===== src/rtl/mac_pkg.sv =====
// mac_pkg: shared state encoding and drain-timing helpers for the MAC sequencer.
// No ports; imported by mac_sequencer and mac_seq_delay.
package mac_pkg;
    localparam logic [2:0] IDLE  = 3'd0;
    localparam logic [2:0] CLEAR = 3'd1;
    localparam logic [2:0] ISSUE = 3'd2;
    localparam logic [2:0] DRAIN = 3'd3;
    localparam logic [2:0] DONE  = 3'd4;
    localparam logic [2:0] ABORT = 3'd5;

    localparam int MacLatencyDef = 2;
    localparam int PipeStagesDef = 5;

    // Cycles from the last AccEn to the final sum on the output pipeline DataOut.
    function automatic int drainCycles(input int macLatency, input int pipeStages);
        return macLatency + pipeStages + 1;
    endfunction

    localparam int DrainCycles = drainCycles(MacLatencyDef, PipeStagesDef);
    localparam int CntWidth    = $clog2(DrainCycles + 1);
endpackage


===== src/rtl/mac_sequencer_if.sv =====
// mac_sequencer_if: host command and datapath control bundle of the MAC sequencer.
// Start/Len/Abort come from the host; Busy/RdEn/RdAddr/AccEn/AccClr/PipeSclr/ResultValid
// are driven by the sequencer (master modport) and consumed by host/datapath (slave modport).
interface mac_sequencer_if #(
    parameter int AddrWidth = 8,
    parameter int LenWidth  = 8
);
    logic                 Start;
    logic [LenWidth-1:0]  Len;
    logic                 Abort;
    logic                 Busy;
    logic                 RdEn;
    logic [AddrWidth-1:0] RdAddr;
    logic                 AccEn;
    logic                 AccClr;
    logic                 PipeSclr;
    logic                 ResultValid;

    modport master (
        input  Start, Len, Abort,
        output Busy, RdEn, RdAddr, AccEn, AccClr, PipeSclr, ResultValid
    );

    modport slave (
        output Start, Len, Abort,
        input  Busy, RdEn, RdAddr, AccEn, AccClr, PipeSclr, ResultValid
    );
endinterface


===== src/rtl/mac_seq_delay.sv =====
// mac_seq_delay: one-cycle register stage turning RdEn/first-issue into AccEn/AccClr.
// Ports: clk, rst_n (async active-low), kill (abort accepted this cycle),
//        rdEn, first (first read of a pass) in; accEn, accClr out.
module mac_seq_delay (
    input  logic clk,
    input  logic rst_n,
    input  logic kill,
    input  logic rdEn,
    input  logic first,
    output logic accEn,
    output logic accClr
);
    // The read issued in an abort cycle must not reach the accumulator.
    always_ff @(posedge clk or negedge rst_n) begin
        if (!rst_n) begin
            accEn  <= 1'b0;
            accClr <= 1'b0;
        end else begin
            accEn  <= rdEn && !kill;
            accClr <= first && !kill;
        end
    end
endmodule


===== src/rtl/mac_sequencer.sv =====
// mac_sequencer: sequences one multiply-accumulate pass of Len operand pairs.
// Ports: clk, rst_n (async active-low), bus (mac_sequencer_if.master): Start/Len/Abort
//        command in; Busy, RdEn/RdAddr, AccEn/AccClr, PipeSclr, ResultValid out.
module mac_sequencer
    import mac_pkg::*;
#(
    parameter int AddrWidth  = 8,
    parameter int LenWidth   = 8,
    parameter int MacLatency = MacLatencyDef,
    parameter int PipeStages = PipeStagesDef
) (
    input logic           clk,
    input logic           rst_n,
    mac_sequencer_if.master bus
);
    localparam int Drain = drainCycles(MacLatency, PipeStages);
    localparam int CntW  = $clog2(Drain + 1);

    logic [2:0]           state, nextState;
    logic [LenWidth-1:0]  lenReg;
    logic [CntW-1:0]      cnt;
    logic [AddrWidth-1:0] rdAddr, lastAddr;
    logic                 busy, rdEn, pipeSclr, resultValid, aborting;

    assign lastAddr = AddrWidth'(lenReg - LenWidth'(1));
    // DONE and the abort-clear cycle already head back to IDLE, so Abort is ignored there.
    assign aborting = bus.Abort && (state == CLEAR || state == ISSUE || state == DRAIN);

    always_comb begin
        nextState = state;
        case (state)
            IDLE:    nextState = (bus.Start && bus.Len != '0) ? CLEAR : IDLE;
            CLEAR:   nextState = ISSUE;
            ISSUE:   nextState = (rdAddr == lastAddr) ? DRAIN : ISSUE;
            DRAIN:   nextState = (cnt == '0) ? DONE : DRAIN;
            default: nextState = IDLE;
        endcase
        if (aborting) nextState = ABORT;
    end

    // Outputs are registered from the next state so they line up with the state they belong to.
    always_ff @(posedge clk or negedge rst_n) begin
        if (!rst_n) begin
            state       <= IDLE;
            lenReg      <= '0;
            cnt         <= '0;
            rdAddr      <= '0;
            busy        <= 1'b0;
            rdEn        <= 1'b0;
            pipeSclr    <= 1'b0;
            resultValid <= 1'b0;
        end else begin
            state       <= nextState;
            if (state == IDLE && nextState == CLEAR) lenReg <= bus.Len;
            if (nextState == ISSUE) rdAddr <= (state == ISSUE) ? rdAddr + AddrWidth'(1) : '0;
            // Entering DRAIN coincides with the last AccEn; Drain-1 more cycles precede DONE.
            cnt         <= (nextState != DRAIN) ? '0 : (state == DRAIN) ? cnt - CntW'(1) : CntW'(Drain - 1);
            busy        <= nextState != IDLE;
            rdEn        <= nextState == ISSUE;
            pipeSclr    <= nextState == CLEAR || nextState == ABORT;
            resultValid <= nextState == DONE;
        end
    end

    mac_seq_delay uDelay (
        .clk    (clk),
        .rst_n  (rst_n),
        .kill   (aborting),
        .rdEn   (rdEn),
        .first  (rdEn && rdAddr == '0),
        .accEn  (bus.AccEn),
        .accClr (bus.AccClr)
    );

    assign bus.Busy        = busy;
    assign bus.RdEn        = rdEn;
    assign bus.RdAddr      = rdAddr;
    assign bus.PipeSclr    = pipeSclr;
    assign bus.ResultValid = resultValid;
endmodule


===== src/flat_wrapper.sv =====
// flat-port wrapper written by rule: the top's interface ports become plain ports
module mac_sequencer_flat import mac_pkg::*;
#(
    parameter int AddrWidth  = 8,
    parameter int LenWidth   = 8,
    parameter int MacLatency = MacLatencyDef,
    parameter int PipeStages = PipeStagesDef
)
  (clk, rst_n, bus_Start, bus_Len, bus_Abort, bus_Busy, bus_RdEn, bus_RdAddr, bus_AccEn, bus_AccClr, bus_PipeSclr, bus_ResultValid);
  mac_sequencer_if #(.AddrWidth(AddrWidth), .LenWidth(LenWidth)) bus_i ();
  input logic clk;
  input logic rst_n;
  input wire logic [$bits(bus_i.Start)-1:0] bus_Start;
  input wire logic [$bits(bus_i.Len)-1:0] bus_Len;
  input wire logic [$bits(bus_i.Abort)-1:0] bus_Abort;
  output wire logic [$bits(bus_i.Busy)-1:0] bus_Busy;
  output wire logic [$bits(bus_i.RdEn)-1:0] bus_RdEn;
  output wire logic [$bits(bus_i.RdAddr)-1:0] bus_RdAddr;
  output wire logic [$bits(bus_i.AccEn)-1:0] bus_AccEn;
  output wire logic [$bits(bus_i.AccClr)-1:0] bus_AccClr;
  output wire logic [$bits(bus_i.PipeSclr)-1:0] bus_PipeSclr;
  output wire logic [$bits(bus_i.ResultValid)-1:0] bus_ResultValid;
  assign bus_i.Start = bus_Start;
  assign bus_i.Len = bus_Len;
  assign bus_i.Abort = bus_Abort;
  assign bus_Busy = bus_i.Busy;
  assign bus_RdEn = bus_i.RdEn;
  assign bus_RdAddr = bus_i.RdAddr;
  assign bus_AccEn = bus_i.AccEn;
  assign bus_AccClr = bus_i.AccClr;
  assign bus_PipeSclr = bus_i.PipeSclr;
  assign bus_ResultValid = bus_i.ResultValid;
  mac_sequencer #(.AddrWidth(AddrWidth), .LenWidth(LenWidth), .MacLatency(MacLatency), .PipeStages(PipeStages)) u_core (.clk(clk), .rst_n(rst_n), .bus(bus_i));
endmodule

===== config.mk =====
export PLATFORM = sky130hd
export DESIGN_NAME = mac_sequencer_flat
export DESIGN_NICKNAME = d
export VERILOG_FILES = /design/src/rtl/mac_pkg.sv /design/src/rtl/mac_sequencer_if.sv /design/src/rtl/mac_seq_delay.sv /design/src/rtl/mac_sequencer.sv /design/src/flat_wrapper.sv
export SDC_FILE = /design/constraint.sdc
export NUM_CORES = 1
export LEC_CHECK = 0
export BUFFER_PORTS_ARGS = -buffer_cell sky130_fd_sc_hd__buf_4
export CAP_MARGIN = 5
export CORE_ASPECT_RATIO = 1.4
export CORE_MARGIN = 1.5
export CORE_UTILIZATION = 36
export CTS_CLUSTER_SIZE = 12
export DETAILED_ROUTE_END_ITERATION = 10
export GPL_TIMING_DRIVEN = 0
export PLACE_DENSITY = 0.68
export SETUP_SLACK_MARGIN = 0.02
export SLEW_MARGIN = 40
export SYNTH_ARGS = -nofsm -noshare
export SYNTH_HDL_FRONTEND = slang
export SYNTH_SLANG_ARGS = --single-unit

===== constraint.sdc =====
create_clock -name clk -period 2.1 [get_ports clk]
set_input_delay 0.21 -clock clk [delete_from_list [all_inputs] [get_ports clk]]
set_output_delay 0.21 -clock clk [all_outputs]
set_load 0.02 [all_outputs]

# [Word-level counts from Yosys, hierarchy flattened]
# Cells that the tools add are included.
[totals] out_inout_bits=14 regBits=29 wordCells=45
[op_classes] n_eq_ne=9 addsub=3 mux=8 reduce_logical=15
[ops] cell="$pmux W3 S4" n=1
[ops] cell="$eq A3 B2 Y1 const B" n=3
[ops] cell="$add A8 B1 Y8 const B" n=1
[ops] cell="$eq A8 B8 Y1" n=1
[ops] cell="$logic_not A8 Y1" n=1
[ops] cell="$mux W4" n=2
[ops] cell="$mux W8" n=1
[ops] cell="$reduce_bool A8 Y1" n=1
[ops] cell="$sub A8 B1 Y8 const B" n=1
[ops] cell="$eq A3 B1 Y1 const B" n=2
[ops] cell="$eq A3 B3 Y1 const B" n=2
[ops] cell="$logic_and A1 B1 Y1" n=6
[ops] cell="$mux W3" n=2
[ops] cell="$logic_not A4 Y1" n=1
[ops] cell="$sub A4 B1 Y4 const B" n=1
[ops] cell="$logic_not A3 Y1" n=1
[ops] cell="$logic_or A1 B1 Y1" n=3
[ops] cell="$ne A3 B2 Y1 const B" n=1
[ops] cell="$reduce_bool A3 Y1" n=1
[ops] cell="$mux W1" n=2
[ops] cell="$logic_not A1 Y1" n=1

# [Longest topological paths before layout]
[depth] depth_word=7 mapped_depth=10 depth_no_buf=9

# [Hierarchy]
# A second synthesis with hierarchy kept.
[unflattened] hier_cells=164 area_unflattened_um2=1636.6
[by_module_without_submodules] mod="mac_sequencer" instances=1 area_each_um2=1574.0 cells_per_inst=160 seq_area_each_um2=675.6
[by_module_without_submodules] mod="mac_seq_delay" instances=1 area_each_um2=62.6 cells_per_inst=4 seq_area_each_um2=50.0

# [Worst setup path before layout]
# No wires, ideal clock.
[synth_timing] path_type="reg2reg" start="reg u_core.lenReg[0]" end="reg u_core.rdAddr[4], in the netlist u_core.bus.RdAddr[4]" arrival_time_ns=1.929 stages_incl_launch_ff=11 setup_slack_ns=0.049 t_required_ns=1.978 path_cell_list="dfrtp_1 inv_1 ha_1 xnor2_1 and4b_1 a41o_1 a21oi_1 o211a_1 buf_6 o21ai_0 o2bb2ai_1"
[synth_between] elab_chain_cells=6
[synth_rtl] element="from (decl)" line="mac_sequencer.sv:20" source="logic [LenWidth-1:0] lenReg;"
[synth_rtl] element="from (signal assigned)" line="mac_sequencer.sv:54" source="if (state == IDLE && nextState == CLEAR) lenReg <= bus.Len;"
[synth_rtl] element="$sub A8 B1 Y8" line="mac_sequencer.sv:25" source="assign lastAddr = AddrWidth'(lenReg - LenWidth'(1));"
[synth_rtl] element="$eq A8 B8 Y1" line="mac_sequencer.sv:34" source="ISSUE: nextState = (rdAddr == lastAddr) ? DRAIN : ISSUE;"
[synth_rtl] element="$mux W1" line="mac_sequencer.sv:34"
[synth_rtl] element="$pmux W3 S4" line="mac_sequencer.sv:31" source="case (state)"
[synth_rtl] element="$mux W3" line="mac_sequencer.sv:38" source="if (aborting) nextState = ABORT;"
[synth_rtl] element="$eq A3 B2 Y1" line="mac_sequencer.sv:55" source="if (nextState == ISSUE) rdAddr <= (state == ISSUE) ? rdAddr + AddrWidth'(1) : '0;"
[synth_rtl] element="to (signal assigned)" line="mac_sequencer.sv:55"
[synth_rtl] element="to (decl)" line="mac_sequencer.sv:22" source="logic [AddrWidth-1:0] rdAddr, lastAddr;"
# Every way passes these cells.
# A chain may end at the register's enable or synchronous reset.

# [Worst setup path in the final report]
[layout_timing] start="reg u_core.state[2]" end="reg u_core.rdAddr[7], in the netlist u_core.bus.RdAddr[7]"
[layout_between] elab_chain_cells=6 word_cells_on_any_way=11 cone_classes="4 x eq/ne; 3 x mux; 4 x reduce/logical"
[layout_rtl] element="from (decl)" line="mac_sequencer.sv:19" source="logic [2:0] state, nextState;"
[layout_rtl] element="from (signal assigned)" line="mac_sequencer.sv:53" source="state <= nextState;"
[layout_rtl] element="parallel branches: the longest is 6 deep, another holds $pmux W3 S4"
# Several ways; the timed one is not identified.

==> summary.md <==
| Metric | Value |
|---|---|
| Core area | 4170 um^2 |
| PwrDens | 1400 nW/um^2 |
| Worst vdd ir | 0.582 mV |
| Total track usage | 16.9% |
| Gpl congestion | 0.808 |
| Max Slew Vio Count | 0 |
| Final hold vios | 0 |
| Vias per Instance | 5.47 |
| Synth warn | 0 |
| Cell Area, Synth | 1540 um^2 |
| CP max-delay cell | or3b_4 |
| Cell breakdown of the critical path | or3b_4 > nor4_4 > o2111ai_2 > o211a_4 > buf_6 > a21bo_1 > o31ai_2 |
| Starting Density | 37.0% |
| Reg2reg end | u_core.bus.RdAddr[7]$_DFFE_PN0N_ |
| Initial antenna violation count | 0 |
| Max-cap violation count | 0 |
| First-pass GRT wire length | 5.94 mm |
| Share of cells above drive strength 1 | 39.2% |
| Count of final setup violators | 0 |
| Grt ovf | 0 |
| Non-Filler Instances | 239 |
| CP endpoint kind | flip-flop |
| Crit path launch type | flip-flop |
| CP max stage delay | 430 ps |
| HPWL Detailed | 2.40 mm |
| Vias in the first global route | 1354 |
| Origin of the worst setup path | u_core.state[2]$_DFF_PN0_ |
| Setup TNS | 0 ps |
| Max Fclk | 0.479 GHz |
| FF-to-FF path depth | 7 |
| Slew margin rel. | 38.5% |
| Buf/Inv on CP | 1 |
| Syn avg cell area | 10.3 um^2 |
| WL per Instance | 14.8 um |
| HP Class | input pin to flip-flop |
| Post-DRT Antenna Nets | 0 |
| Routed wire length | 3.53 mm |
| Synth unique cells | 45 |
| Worst-Margin Slew | 921 ps |
| Post-synth EDFFs | 0 |
| Layout Nets | 209 |
| R2r startpoint | u_core.state[2]$_DFF_PN0_ |
| Req. time, crit path | 2290 ps |
| Die area | 4690 um^2 |
| Reg clk slew, reported paths | 60 ps |
| Clk_lat worst skew | 280 ps |
| Worst Skew | 3.98 ps |
| Min-delay src | bus_Abort |
| RSZ-0062 raised after global routing | yes |
| Final min period | 2090 ps |
| # port buffers | 25 |
| Cells after synthesis | 150 |
| Hold path cells | 2 |
| Maximum fanout along the worst path | 5 |
| CP top delay family | simple AND/OR/NAND/NOR gates |
| Area growth syn-to-layout | 33.9% |
| Residual DRC | 0 |
| FILL cells | 394 |
| Sequential share of the synthesized area | 47.1% |
| Place WS | -248 ps |
| Status | finished, final reports clean |
| Clock buffer count from CTS | 5 |
| Largest net degree at the start of global routing | 30 |
| Initial DRT Pass Iterations | 4 |
| Post-route clock period utilization | 99.4% |
| Crit path DAT | 2270 ps |
| Post-synth ARST share | 100% |
| Die height | 80.4 um |
| Clock Sinks | 29 |
| Diode count | 0 |
| Most frequent cells in the layout | buf_4, dfrtp_1, nand2_1 |
| Ports | 26 |
| Synth Flop Type | dfrtp_1 |
| DIE WIDTH | 58.3 um |
| Most common cell after layout, fill and taps aside | buf_4 |
| Pleak | 0.925 nW |
| #FFs+latches synth | 29 |
| DR iter-0 viols | 51 |
| Kind of critical path | flip-flop to flip-flop |
| DP Cell Count | 220 |
| CTS tree | built |
| Area of the multi-input gates | 875 um^2 |
| Register area | 731 um^2 |
| R2R setup slack | 10 ps |
| CTS root buf | clkbuf_8 |
| H-tree depth | 2 |
| Routed via count | 1307 |
| Hold path endpoint | u_core.state[1]$_DFF_PN0_ |
| Min setup slack post-route | 12.7 ps |
| Row count | 28 |
| Post-synthesis net count | 166 |
| Max Root-Sink Buffers | 2 |
## logic make-up after synthesis
logic type | share of synthesized area [%]
and+or+nand+nor | 22.4
DFF | 47.1
AOI/OAI and AO/OA | 12.7
xor gates and xnor gates | 6.25
buffers and inverters | 3.25
muxes | 5.03
adders and majority gates | 3.25
## where the power goes
group	switching (mW)	internal, mW
registers	0.198	0.757
logic	0.765	0.729
clock network	0.203	0.229
total	1.17	1.71
## per-stage QoR
step | power, mW | hold WS [ps] | cell area [um^2] | util [%]
final | 2.88 | 150 | 2060 | 49.5
after global routing | 3.09 | 148 | 2060 | 49.5
after CTS | 2.71 | 132 | 1980 | 47.4
after detailed placement | 2.07 | 158 | 1790 | 42.8
after global placement | 2.04 | 154 | 1790 | 42.8
after floorplan | 1.74 | -85.6 | 1540 | -
## area by class of cell
cell class                 count  area share, %
clock inverter                 2          0.485
multi-input combinational    110           42.4
tap                           45           2.73
inverter                       8           1.45
buffer                         3          0.970
clock buffer                   6           3.52
sequential                    29           35.4
timing repair buffer          36           13.1
## what timing repair did
| action | 4_1_cts | 5_1_grt |
|---|---|---|
| resized for setup | 13 | 11 |
| hold endpoints to repair | 29 | 0 |
| buffers inserted | 5 | 4 |
| hold buffers | 1 | 0 |
| endpoints found under the setup margin | 11 | 9 |
| pin swaps | 3 | 6 |
| cloned | 0 | 1 |
## worst register-to-register path: cells and delay by family, from the launching register on
family                 cells  cell delay, ps
AOI/OAI and AO/OA          4             720
buffers and inverters      1             130
DFF                        1             410
and+or+nand+nor            2             730
## Yosys cell counts (4+ instances only)
cell       n  area (um^2)
inv_1      8         30.0
a21oi_1    5         25.0
nor3_1     7         35.0
mux2_2     6         67.6
o21ai_0    7         35.0
dfrtp_1   29          726
nand2b_1   6         37.5
nor2_1     5         18.8
ha_1       4         50.1
nand3_1    4         20.0
nor4_1     4         25.0
xnor2_1   10         87.6
nand2_1   13         48.8
and3_1     4         25.0
## worst max path at each step
stage / endpoint / slack [ps] / depth (start not counted)
final: u_core.bus.RdAddr[7]$_DFFE_PN0N_ / 10 / 7
after global routing: u_core.bus.RdAddr[7]$_DFFE_PN0N_ / -30 / 7
after CTS: u_core.bus.RdAddr[7]$_DFFE_PN0N_ / 30 / 9
after detailed placement: u_core.bus.RdAddr[7]$_DFFE_PN0N_ / -250 / 9
after global placement: u_core.bus.RdAddr[5]$_DFFE_PN0N_ / -170 / 9
after floorplan: u_core.bus.RdAddr[4]$_DFFE_PN0N_ / 50 / 10
## layer usage
metal	track usage, %	vias up	part of all wire [%]
li1	-	620	-
met3	4.19	11	4.9
met5	0	-	0
met2	29.3	40	52
met1	17.7	636	39
met4	10.5	0	3.1
## sequential cells by signal, indices dropped and copies added, names as in the netlist
name	flops
u_core.lenReg	8
u_core.state	3
u_core.uDelay.accEn	1
u_core.bus.RdAddr	8
u_core.bus.Busy	1
u_core.bus.RdEn	1
u_core.uDelay.accClr	1
u_core.cnt	4
u_core.bus.ResultValid	1
u_core.bus.PipeSclr	1
No activity file was read; power rests on OpenSTA's default activity.
